## src/rtl/bot_io_bridge_if.sv

```systemverilog
// KCPSM6 port bus bundled as one interface: address, data, strobes and interrupt handshake.
// The CPU side uses the master modport; the bridge uses slave.
interface bot_io_bridge_if;
   logic [7:0] PortID;
   logic [7:0] DataIn;
   logic [7:0] DataOut;
   logic       WriteStrobe;
   logic       ReadStrobe;
   logic       Interrupt;
   logic       InterruptAck;

   modport master (
      output PortID, DataIn, WriteStrobe, ReadStrobe, InterruptAck,
      input  DataOut, Interrupt
   );

   modport slave (
      input  PortID, DataIn, WriteStrobe, ReadStrobe, InterruptAck,
      output DataOut, Interrupt
   );
endinterface

```

## src/rtl/bot_io_bridge.sv

```systemverilog
// Port-mapped bridge between KCPSM6 and NUM_BOTS RojoBot channels plus board I/O,
// with a latched, acked bot-update interrupt. Define BOTIF_SNAPSHOT_EN for CSR shadowing.
module bot_io_bridge #(
   parameter int unsigned NUM_BOTS  = 2,
   parameter logic [7:0]  BOT_BASE  = 8'h20,
   parameter logic [4:0]  DIG_BLANK = 5'h1F
) (
   input  logic                  clk,
   input  logic                  reset,
   bot_io_bridge_if.slave        bus,
   output logic [8*NUM_BOTS-1:0] MotCtl,
   input  logic [8*NUM_BOTS-1:0] LocX,
   input  logic [8*NUM_BOTS-1:0] LocY,
   input  logic [8*NUM_BOTS-1:0] BotInfo,
   input  logic [8*NUM_BOTS-1:0] Sensors,
   input  logic [NUM_BOTS-1:0]   BotUpd,
   output logic [39:0]           Dig,
   output logic [7:0]            DP,
   output logic [15:0]           LED,
   input  logic [4:0]            Button,
   input  logic [15:0]           Switch
);

   typedef enum logic {StIdle, StAssert} irq_st_e;

   irq_st_e               state_q, state_d;
   logic [8*NUM_BOTS-1:0] mot_q, mot_d;
   logic [15:0]           led_q, led_d;
   logic [7:0]            dp_q, dp_d;
   logic [39:0]           dig_q, dig_d;
   logic [7:0]            dout_q, dout_d;
   logic [NUM_BOTS-1:0]   pend_q, pend_d;
   logic [NUM_BOTS-1:0]   cause_q, cause_d;

   logic [8*NUM_BOTS-1:0] rd_locx, rd_locy, rd_info, rd_sens;

   // Bot window decode: offset from BOT_BASE, 8 ports per channel.
   logic [7:0] bot_off;
   logic       bot_hit;
   logic [1:0] bot_idx;
   logic [2:0] bot_reg;

   assign bot_off = bus.PortID - BOT_BASE;
   assign bot_hit = (bus.PortID >= BOT_BASE) && (bot_off < 8'(8 * NUM_BOTS));
   assign bot_idx = bot_off[4:3];
   assign bot_reg = bot_off[2:0];

`ifdef BOTIF_SNAPSHOT_EN
   logic [8*NUM_BOTS-1:0] snap_x_q, snap_x_d, snap_y_q, snap_y_d;
   logic [8*NUM_BOTS-1:0] snap_i_q, snap_i_d, snap_s_q, snap_s_d;

   always_comb begin
      snap_x_d = snap_x_q;
      snap_y_d = snap_y_q;
      snap_i_d = snap_i_q;
      snap_s_d = snap_s_q;
      for (int i = 0; i < NUM_BOTS; i++) begin
         if (BotUpd[i]) begin
            snap_x_d[8*i +: 8] = LocX[8*i +: 8];
            snap_y_d[8*i +: 8] = LocY[8*i +: 8];
            snap_i_d[8*i +: 8] = BotInfo[8*i +: 8];
            snap_s_d[8*i +: 8] = Sensors[8*i +: 8];
         end
      end
   end

   always_ff @(posedge clk or posedge reset) begin
      if (reset) begin
         snap_x_q <= '0;
         snap_y_q <= '0;
         snap_i_q <= '0;
         snap_s_q <= '0;
      end else begin
         snap_x_q <= snap_x_d;
         snap_y_q <= snap_y_d;
         snap_i_q <= snap_i_d;
         snap_s_q <= snap_s_d;
      end
   end

   assign rd_locx = snap_x_q;
   assign rd_locy = snap_y_q;
   assign rd_info = snap_i_q;
   assign rd_sens = snap_s_q;
`else
   assign rd_locx = LocX;
   assign rd_locy = LocY;
   assign rd_info = BotInfo;
   assign rd_sens = Sensors;
`endif

   // Read mux, registered into DataOut every cycle regardless of ReadStrobe.
   always_comb begin
      dout_d = '0;
      case (bus.PortID)
         8'h00:   dout_d = {3'b000, Button};
         8'h01:   dout_d = Switch[7:0];
         8'h02:   dout_d = Switch[15:8];
         8'h07:   dout_d[NUM_BOTS-1:0] = cause_q;
         default: ;
      endcase
      if (bot_hit) begin
         for (int i = 0; i < NUM_BOTS; i++) begin
            if (bot_idx == 2'(i)) begin
               case (bot_reg)
                  3'd0:    dout_d = rd_locx[8*i +: 8];
                  3'd1:    dout_d = rd_locy[8*i +: 8];
                  3'd2:    dout_d = rd_info[8*i +: 8];
                  3'd3:    dout_d = rd_sens[8*i +: 8];
                  3'd4:    dout_d = mot_q[8*i +: 8];
                  default: dout_d = '0;
               endcase
            end
         end
      end
   end

   always_comb begin
      mot_d = mot_q;
      led_d = led_q;
      dp_d  = dp_q;
      dig_d = dig_q;
      if (bus.WriteStrobe) begin
         case (bus.PortID)
            8'h01:   led_d[7:0]  = bus.DataIn;
            8'h02:   led_d[15:8] = bus.DataIn;
            8'h18:   dp_d        = bus.DataIn;
            default: ;
         endcase
         if (bus.PortID[7:3] == 5'b00010) begin
            for (int k = 0; k < 8; k++) begin
               if (bus.PortID[2:0] == 3'(k)) dig_d[5*k +: 5] = bus.DataIn[4:0];
            end
         end
         if (bot_hit && (bot_reg == 3'd0)) begin
            for (int i = 0; i < NUM_BOTS; i++) begin
               if (bot_idx == 2'(i)) mot_d[8*i +: 8] = bus.DataIn;
            end
         end
      end
   end

   // New update pulses always land in pending, even on the ack cycle.
   always_comb begin
      pend_d  = (bus.InterruptAck ? '0 : pend_q) | BotUpd;
      cause_d = cause_q;
      if (bus.InterruptAck) begin
         cause_d = pend_q;
      end else if (bus.ReadStrobe && (bus.PortID == 8'h07)) begin
         cause_d = '0;
      end
      state_d = state_q;
      unique case (state_q)
         StIdle:   if (|pend_d) state_d = StAssert;
         StAssert: if (bus.InterruptAck) state_d = StIdle;
         default:  state_d = StIdle;
      endcase
   end

   always_ff @(posedge clk or posedge reset) begin
      if (reset) begin
         state_q <= StIdle;
         mot_q   <= '0;
         led_q   <= '0;
         dp_q    <= '0;
         dig_q   <= {8{DIG_BLANK}};
         dout_q  <= '0;
         pend_q  <= '0;
         cause_q <= '0;
      end else begin
         state_q <= state_d;
         mot_q   <= mot_d;
         led_q   <= led_d;
         dp_q    <= dp_d;
         dig_q   <= dig_d;
         dout_q  <= dout_d;
         pend_q  <= pend_d;
         cause_q <= cause_d;
      end
   end

   assign bus.DataOut   = dout_q;
   assign bus.Interrupt = (state_q == StAssert);
   assign MotCtl        = mot_q;
   assign LED           = led_q;
   assign DP            = dp_q;
   assign Dig           = dig_q;

endmodule

```

## src/flat_wrapper.sv

```systemverilog
// flat-port wrapper written by rule: the top's interface ports become plain ports
module bot_io_bridge_flat 
#(
   parameter int unsigned NUM_BOTS  = 2,
   parameter logic [7:0]  BOT_BASE  = 8'h20,
   parameter logic [4:0]  DIG_BLANK = 5'h1F
)
  (clk, reset, MotCtl, LocX, LocY, BotInfo, Sensors, BotUpd, Dig, DP, LED, Button, Switch, bus_PortID, bus_DataIn, bus_WriteStrobe, bus_ReadStrobe, bus_InterruptAck, bus_DataOut, bus_Interrupt);
  bot_io_bridge_if bus_i ();
  input  logic clk;
  input  logic reset;
  output logic [8*NUM_BOTS-1:0] MotCtl;
  input  logic [8*NUM_BOTS-1:0] LocX;
  input  logic [8*NUM_BOTS-1:0] LocY;
  input  logic [8*NUM_BOTS-1:0] BotInfo;
  input  logic [8*NUM_BOTS-1:0] Sensors;
  input  logic [NUM_BOTS-1:0] BotUpd;
  output logic [39:0] Dig;
  output logic [7:0] DP;
  output logic [15:0] LED;
  input  logic [4:0] Button;
  input  logic [15:0] Switch;
  input wire logic [$bits(bus_i.PortID)-1:0] bus_PortID;
  input wire logic [$bits(bus_i.DataIn)-1:0] bus_DataIn;
  input wire logic [$bits(bus_i.WriteStrobe)-1:0] bus_WriteStrobe;
  input wire logic [$bits(bus_i.ReadStrobe)-1:0] bus_ReadStrobe;
  input wire logic [$bits(bus_i.InterruptAck)-1:0] bus_InterruptAck;
  output wire logic [$bits(bus_i.DataOut)-1:0] bus_DataOut;
  output wire logic [$bits(bus_i.Interrupt)-1:0] bus_Interrupt;
  assign bus_i.PortID = bus_PortID;
  assign bus_i.DataIn = bus_DataIn;
  assign bus_i.WriteStrobe = bus_WriteStrobe;
  assign bus_i.ReadStrobe = bus_ReadStrobe;
  assign bus_i.InterruptAck = bus_InterruptAck;
  assign bus_DataOut = bus_i.DataOut;
  assign bus_Interrupt = bus_i.Interrupt;
  bot_io_bridge #(.NUM_BOTS(NUM_BOTS), .BOT_BASE(BOT_BASE), .DIG_BLANK(DIG_BLANK)) u_core (.clk(clk), .reset(reset), .bus(bus_i), .MotCtl(MotCtl), .LocX(LocX), .LocY(LocY), .BotInfo(BotInfo), .Sensors(Sensors), .BotUpd(BotUpd), .Dig(Dig), .DP(DP), .LED(LED), .Button(Button), .Switch(Switch));
endmodule
```

## config.mk

```make
export PLATFORM = sky130hd
export DESIGN_NAME = bot_io_bridge_flat
export DESIGN_NICKNAME = d
export VERILOG_FILES = /design/src/rtl/bot_io_bridge_if.sv /design/src/rtl/bot_io_bridge.sv /design/src/flat_wrapper.sv
export SDC_FILE = /design/constraint.sdc
export NUM_CORES = 1
export LEC_CHECK = 0
export CELL_PAD_IN_SITES_DETAIL_PLACEMENT = 0
export CELL_PAD_IN_SITES_GLOBAL_PLACEMENT = 1
export CORE_MARGIN = 4
export CORE_UTILIZATION = 44
export CTS_CLUSTER_DIAMETER = 120
export CTS_CLUSTER_SIZE = 12
export DETAILED_ROUTE_END_ITERATION = 7
export DONT_BUFFER_PORTS = 1
export PLACE_DENSITY = 0.83
export SLEW_MARGIN = 15
export SYNTH_ARGS = -nofsm -noshare
export SYNTH_HDL_FRONTEND = slang
export SYNTH_SLANG_ARGS = --single-unit
```

## constraint.sdc

```tcl
create_clock -name clk -period 2.6 [get_ports clk]
set_clock_uncertainty 0.2 [all_clocks]
set_input_delay 0.26 -clock clk [delete_from_list [all_inputs] [get_ports clk]]
set_output_delay 0.26 -clock clk [all_outputs]
set_load 0.02 [all_outputs]
```

* Word level (Yosys, flattened, before mapping)
Index checks and enable logic that the tools add are counted.
** Storage, ports and cells
- Bits in registers :: 93
- Bits in latches :: 0
- Memory bits (writable) :: 0
- Memory bits (read-only) :: 0
- Input port bits :: 108
- Output and inout port bits :: 89
- Logic and storage cells :: 74
- Memories :: 0
** Operators by class
- Add/sub/neg operators :: 1
- Multipliers :: 0
- Divide/modulo/power cells :: 0
- Magnitude comparators :: 2
- Equality and inequality tests :: 17
- Shift-type cells :: 0
- Multiplexer cells :: 13
- Bitwise operators :: 2
- Reductions and logical operators :: 22
** Operators by type and width (count)
- case mux 8 bit (5 select lines) :: 2
- AND reduction 3 bit :: 10
- two-way mux 8 bit :: 3
- case mux 6 bit (3 select lines) :: 1
- equality test 3 bit, second input constant :: 5
- equality test 3 x 2 -> 1 bit, second input constant :: 4
- equality test 8 x 1 -> 1 bit, second input constant :: 1
- equality test 8 x 2 -> 1 bit, second input constant :: 1
- equality test 8 x 3 -> 1 bit, second input constant :: 1
- equality test 8 x 5 -> 1 bit, second input constant :: 1
- >= comparator 8 x 6 -> 1 bit, second input constant :: 1
- zero test 8 bit :: 1
- less-than comparator 8 x 5 -> 1 bit, second input constant :: 1
- case mux 2 bit (4 select lines) :: 1
- subtractor 8 x 6 -> 8 bit, second input constant :: 1
- equality test 3 x 1 -> 1 bit, second input constant :: 2
- zero test 3 bit :: 2
- two-way mux 2 bit :: 3
- AND reduction 2 bit :: 3
- equality test 5 x 2 -> 1 bit, second input constant :: 1
- logical AND 1 bit :: 3
- equality test 2 x 1 -> 1 bit, second input constant :: 1
- zero test 2 bit :: 1
- two-way mux 1 bit :: 2
- 5 further kinds :: 5

* Longest topological paths before layout
Gate-level depths: netlist of the first run.
- Word-level depth :: 6
- Mapped depth :: 8
- Mapped depth without buffers :: 7

* Worst setup path after synthesis of the first run
No wires, ideal clock.
- Path kind :: input port to flip-flop
- Start point :: input bus_PortID[5]
- End point :: register u_core.mot_q[0] (netlist: u_core.MotCtl[0])
- Library setup time :: 125 ps
- Data arrival time :: 1625 ps
- Required time :: 2275 ps
- Setup slack :: 651 ps
- Stages on the path :: 6
- Buffers on the path :: 0
- Cells stage by stage :: inv_1 > ha_1 > xor2_1 > nor3_1 > nand3_1 > mux2_2
** Between the ends
- Longest elaborated chain between the ends :: 5
- Elaborated cells on any way between the ends :: 6
- Classes of those cells :: add/sub (1); order compare (2); reduce/logical (3)
** Ends and longest elaborated chain
- start: declaration :: RTL line flat_wrapper.sv:23 : input wire logic [$bits(bus_i.PortID)-1:0] bus_PortID;
- subtractor 8 x 6 -> 8 bit :: RTL line bot_io_bridge.sv:43 : assign bot_off = bus.PortID - BOT_BASE;
- less-than comparator 8 x 5 -> 1 bit :: RTL line bot_io_bridge.sv:44 : assign bot_hit = (bus.PortID >= BOT_BASE) && (bot_off < 8'(8 * NUM_BOTS));
- logical AND 1 bit * :: RTL line bot_io_bridge.sv:44
- logical AND 1 bit * :: RTL line bot_io_bridge.sv:135 : if (bot_hit && (bot_reg == 3'd0)) begin
- AND reduction 3 bit (no source line) *
- end signal: assignment :: RTL line bot_io_bridge.sv:172 : mot_q <= mot_d;
- end: declaration :: RTL line bot_io_bridge.sv:27 : logic [8*NUM_BOTS-1:0] mot_q, mot_d;
Every way passes the cells marked *; elsewhere a longest branch is shown, timed or not.
A chain may end at the register's enable or synchronous reset.

* Worst setup path in the final report of the first run
- Start point :: input bus_PortID[4]
- End point :: register u_core.mot_q[12] (netlist: u_core.MotCtl[12])
** Between the ends
- Longest elaborated chain between the ends :: 5
- Elaborated cells on any way between the ends :: 7
- Classes of those cells :: add/sub (1); order compare (2); eq/ne (1); reduce/logical (3)
** Ends and longest elaborated chain (RTL line)
- subtractor 8 x 6 -> 8 bit :: bot_io_bridge.sv:43
- less-than comparator 8 x 5 -> 1 bit :: bot_io_bridge.sv:44
- logical AND 1 bit :: bot_io_bridge.sv:44
- logical AND 1 bit :: bot_io_bridge.sv:135
- AND reduction 3 bit (no source line) *
Marked as above.

==> impl_metrics.toml, run 1 <==
[logic_synthesis]
syn_inst = 365
synth_top_area_share_pct = 28.69
syn_area_mm2 = 0.004623
yosysWarnings = 0
synthMuxAreaShare_pct = 26.20
synth_xor_area_share_pct = 0.1894
yosysTopAreaCell = "dfrtp_1"
synth-seq-cells = 93
yosysSeqAreaShare_pct = 51.42
ys.flop_type = "dfrtp_1"
synth_area_leaders = "dfrtp_1, dfstp_2, mux2_2"
synth_enable_flop_cells = 0
synth_compound_area_share_pct = 9.959
synthArstFlopShare_pct = 100.0
synth-simple-area-share_pct = 8.958
synth.net_count = 475
avgSynthCellArea_um2 = 12.67
synth_top_family_by_area = "multiplexers"
synth_fa_ha_area_share_pct = 0.5413
synth.distinct_cells = 44

[worst_setup_path]
endpoint_kind = "register"
critPathBufInv = 1
crit_required_ns = 2.64
crit_type = "in -> reg"
path_cells = "dlygate4sd3_1, nor3_1, nand4b_2, mux2_2"
critPathMaxStageDelay_ns = 0.65
cp-start-kind = "primary input"
cpLargestDelayFamily = "simple AND/OR/NAND/NOR gates"
arrival_ns = 2.23
cp_max_fo = 8
cpMaxStageDelayCell = "dlygate4sd3_1"

[pwr]
p_per_area_mw_per_mm2 = 543.1
irDropWorstVdd_v = 0.0003368
leakage_nw = 2.279

[worst_hold_path]
hold_path.class = "in -> reg"

[detailed_routing]
vias = 3197
drc = 0
drt-initial-drc-count = 262
viasPerCell = 6.066
dr.pass1.iters = 4
wirelength_um = 14090
drtAntennaViolNets = 0
wl_per_cell_um = 26.74

[sta]
max_freq_mhz = 456.9
timing.slew.headroom_pct = 39.87
finalHoldViolCount = 0
slew_viol_final = 0
worst_slew_pin_slew_ns = 0.9000
rsz0062_at_grt = "false"
setup_viol = 0
period_needed_ns = 2.189
fin_setup_tns_ns = 0
period_share_pct = 84.18

[global_route]
grt_pass1_vias = 3558
grt_first_pass_wirelength_um = 22180
grt_max_degree = 47
antenna_found_initial = 2
grt.overflow.total = 0
grt_use_total_pct = 23.39

[cells_and_area]
final_common_cell = "mux2_2"
nNetsFinal = 495
layout_common_cells = "mux2_2, dfrtp_1, dfstp_2, dlygate4sd3_1, mux2i_1"
area_growth_pct = 12.18
drive_above_1_share_pct = 40.51
postLayoutCellArea_mm2 = 0.005186

[floorplan]
chipWidth_um = 110.5
die_y_um = 110.5
rows = 37
die-area_mm2 = 0.01221
start_util_pct = 44.98
pin_count = 197
coreArea_mm2 = 0.01028

[placement]
hpwl_um = 10060
post_dp_cell_area_mm2 = 0.004736
port_buffers = 0
routabilityCongestion = 0.8821

[clock_tree]
numCtsBuffers = 9
clock_latency_ns = 0.36
clockBufferDepth = 2
post_cts_resized = 0
h-tree-depth = 3
cts_post_setup_buffers_inserted = 0
root_buffer = "clkbuf_8"
clk_pin_slew_worst_paths_ns = 0.09
ctsHoldBuffers = 28
clock_sinks = 93
cts_tree = "yes"

[outcome]
status = "complete, no violations"

[flow_run]
max-cap-violations = 0
[final timing paths]
kind	slack, ns	end	depth (start not counted)	start
max	0.41	u_core.MotCtl[12]	4	bus_PortID[4]
min	0.02	u_core.Dig[21]	2	bus_PortID[0]
max reg2reg	0.89	u_core.bus.DataOut[2]	5	u_core.MotCtl[10]
min reg2reg	0.30	u_core.cause_q[1]	2	u_core.pend_q[1]
max in group asynchronous	1.18	u_core.bus.DataOut[6]	3	reset
min in group asynchronous	0.36	u_core.DP[3]	2	reset
[registers in the layout (all words and copies together), names as in the netlist]
| name | count |
|---|---|
| u_core.Dig | 40 |
| u_core.LED | 16 |
| u_core.MotCtl | 16 |
| u_core.DP | 8 |
| u_core.bus.DataOut | 8 |
| u_core.cause_q | 2 |
| u_core.pend_q | 2 |
| u_core.bus.Interrupt | 1 |
[through the flow]
| stage | cells | utilization [%] | total power [mW] | worst slack (ns) | hold slack, ns |
|---|---|---|---|---|---|
| 3_5_place_dp | 482 | 46.08 | 1.925 | 0.4051 | 0.1590 |
| 6_report | 527 | 50.46 | 2.817 | 0.4114 | 0.02118 |
| 4_1_cts | 526 | 50.44 | 2.840 | 0.4612 | 0.0005411 |
| 3_3_place_gp | 482 | 46.08 | 1.913 | 0.5477 | 0.1367 |
| 5_1_grt | 527 | 50.46 | 2.964 | 0.3890 | 0.002228 |
| 2_1_floorplan | 365 | - | 1.891 | 0.6506 | 0.1467 |
[cell families (layout without fill, tap and decap cells)]
logic type / after synthesis / after routing
adder cells (fa/ha/maj): 2 / 2
AO/OA/AOI/OAI: 65 / 65
AND/OR/NAND/NOR: 66 / 66
other: 0 / 1
XOR/XNOR: 1 / 1
buffers and inverters: 29 / 54
multiplexers: 109 / 109
flip-flops: 93 / 93
[cell usage after synthesis, types with 3 or more instances]
library cell	number
a21oi_1	12
a22oi_1	11
a31oi_1	6
a32o_1	6
buf_2	8
clkbuf_1	13
dfrtp_1	53
dfstp_2	40
inv_1	6
mux2_2	86
mux2i_1	22
nand2_1	16
nand3_1	4
nor2_1	17
nor2b_1	5
nor3_2	3
o21ai_0	7
o221ai_1	11
o22ai_1	4
[layout make-up]
cell class,instances,area (um2)
Antenna cell,1,2.502
Sequential cell,93,2377
Tap cell,136,170.2
Timing Repair Buffer,32,322.8
Fill cell,949,5091
Clock inverter,6,40.04
Multi-Input combinational cell,243,2120
Clock buffer,10,127.6
Inverter,6,26.28
[worst reg2reg max path, cell delays in order (launching register included)]
cell      delay (ns)
dfrtp_1         0.49
mux2i_1         0.22
nor2_1          0.06
a31oi_1         0.13
o221ai_1        0.17
a32o_1          0.33
[power breakdown]
group	switching, mW	total [mW]	internal, mW	leakage (nW)
logic	0.159	0.301	0.142	1.06
registers	0.127	1.66	1.54	1.13
clock network	0.506	0.852	0.346	0.0860
total	0.792	2.82	2.02	2.28
[metal layers]
layer	part of all wire (%)	up-vias	global-route usage (%)
met1	39	1616	27.50
met4	1.9	0	8.456
met2	50	156	38.79
li1	-	1401	-
met5	0	-	0
met3	8.4	24	9.151
Power figures use the tool's default switching activity.
==> run 2, diff against run 1 <==
clock period = 1.8 ns   (was 2.6 ns; I/O delays follow)
==> run 2 against run 1 <==
Sequential share of layout area shrank 2.3 points. Global-route usage shrank 0.38 points. First-iteration DRC count shrank 34%. Combinational power grew 59%. Core utilization grew 2.7 points. Die area is the same. Clock-buffer cell count grew 3. Power grew 48%. Cell area grew 5.3%. Critical path type unchanged.
==> impl_metrics.toml, run 2 (synthesized netlist as in run 1, its figures left out) <==
[floorplan]
rows = 37
start_util_pct = 44.98
die-area_mm2 = 0.01221
die_y_um = 110.5
coreArea_mm2 = 0.01028
chipWidth_um = 110.5
pin_count = 197

[global_route]
grt_use_total_pct = 23.00
grt_pass1_vias = 3553
grt_first_pass_wirelength_um = 21860
grt_max_degree = 94
grt.overflow.total = 0
antenna_found_initial = 0

[worst_setup_path]
cp_max_fo = 17
path_cells = "dlygate4sd3_1, or4_1, o211ai_1"
crit_required_ns = 1.86
endpoint_kind = "register"
cp-start-kind = "primary input"
crit_type = "in -> reg"
critPathMaxStageDelay_ns = 0.75
arrival_ns = 1.78
cpMaxStageDelayCell = "dlygate4sd3_1"

[placement]
routabilityCongestion = 0.8434
hpwl_um = 10170
dp_slack_ns = -0.01449
post_dp_cell_area_mm2 = 0.004928
port_buffers = 0

[pwr]
pwr-share-seq_pct = 57.2
p_sw_mw = 1.142
swShare_pct = 27.31
internal_power_mw = 3.040
power.share.combinational_pct = 11.4
leakage_nw = 2.451
clkPwrFrac_pct = 31.4
irDropWorstVdd_v = 0.0003922
p_per_area_mw_per_mm2 = 765.6

[cells_and_area]
n_antenna_cell = 0
postLayoutCellArea_mm2 = 0.005463
layout_common_cells = "mux2_2, dfrtp_1, dfstp_2, dlygate4sd3_1"
final_common_cell = "mux2_2"
area_growth_pct = 18.16
largest_reg_flops = 40
nNetsFinal = 523
fillers = 857
drive_above_1_share_pct = 42.82

[detailed_routing]
drc = 0
viasPerCell = 5.903
drtAntennaViolNets = 0
vias = 3270
wirelength_um = 14030
dr.pass1.iters = 4
wl_per_cell_um = 25.32
drt-initial-drc-count = 174

[sta]
period_share_pct = 95.73
slew_viol_final = 0
timing.slew.headroom_pct = 51.89
period_needed_ns = 1.723
setup_viol = 0
rsz0062_at_grt = "false"
finalWorstSetupSlack_ns = 0.07695
max_freq_mhz = 580.4
worst_slew_pin_slew_ns = 0.7193
finalHoldViolCount = 0
fin_setup_tns_ns = 0

[outcome]
status = "complete, no violations"

[clock_tree]
clock_latency_ns = 0.35
numCtsBuffers = 9
clock_sinks = 93
clk_pin_slew_worst_paths_ns = 0.09
cts_post_setup_buffers_inserted = 0
cts_tree = "yes"
root_buffer = "clkbuf_8"
h-tree-depth = 3
clockBufferDepth = 2

[worst_hold_path]
hold_path.class = "in -> reg"

[flow_run]
max-cap-violations = 0
## run 2: cell type report
type / count / area, um2 / area share, %
Clock buffer: 13 / 160.2 / 2.932
Clock inverter: 3 / 18.77 / 0.3436
Inverter: 6 / 26.28 / 0.4810
Multi-Input combinational cell: 243 / 2130 / 38.98
Sequential cell: 93 / 2377 / 43.52
Tap cell: 136 / 170.2 / 3.115
Timing Repair Buffer: 60 / 580.6 / 10.63
## run 2: path summary, 6_finish.rpt
kind                                       start                     to  slack [ns]  cells after the start
worst max-delay path               bus_PortID[2]  u_core.bus.DataOut[6]        0.08                      3
worst min-delay path               bus_PortID[1]  u_core.bus.DataOut[7]        0.02                      2
worst max register to register  u_core.pend_q[1]   u_core.bus.Interrupt        0.15                      4
worst min register to register  u_core.pend_q[1]      u_core.cause_q[1]        0.30                      2
max in group asynchronous                  reset         u_core.Dig[33]        0.76                      3
min in group asynchronous                  reset         u_core.LED[14]        0.23                      3
## run 2: worst max-delay path, delay by kind of cell
family / cells / cell delay [ns]
AO/OA/AOI/OAI: 1 / 0.23
buffers and inverters: 1 / 0.75
AND/OR/NAND/NOR: 1 / 0.62
## run 2: stage by stage
| stage | cells | hold WS, ns | utilization, % | power [mW] |
|---|---|---|---|---|
| 6_report | 554 | 0.01914 | 53.15 | 4.182 |
| 5_1_grt | 554 | 0.01118 | 53.15 | 4.368 |
| 4_1_cts | 554 | 0.002053 | 53.10 | 4.214 |
| 3_5_place_dp | 503 | 0.03244 | 47.95 | 2.797 |
| 3_3_place_gp | 503 | 0.01740 | 47.95 | 2.778 |
| 2_1_floorplan | 365 | 0.06668 | - | 2.733 |
## run 2: power by group through the flow
stage                     logic (mW)  registers (mW)  clock network (mW)
after CTS                      0.479            2.39                1.34
final                          0.479            2.39                1.31
after global routing           0.526            2.40                1.44
after detailed placement       0.366            2.43                   0
after floorplan                0.325            2.41                   0
after global placement         0.351            2.43                   0
## run 2: what timing repair did
item | 4_1_cts | 5_1_grt
endpoints found under the hold margin | 186 | 0
setup endpoints to repair | 0 | 9
resized for setup | 0 | 2
hold buffers | 35 | 0
## run 2: per-layer routing
| layer | routed length, um | up-vias | GRT usage, % |
|---|---|---|---|
| li1 | - | 1460 | - |
| met1 | 5486 | 1636 | 27.47 |
| met2 | 7156 | 159 | 39.56 |
| met3 | 1164 | 15 | 7.562 |
| met4 | 219 | 0 | 6.650 |
| met5 | 0 | - | 0 |
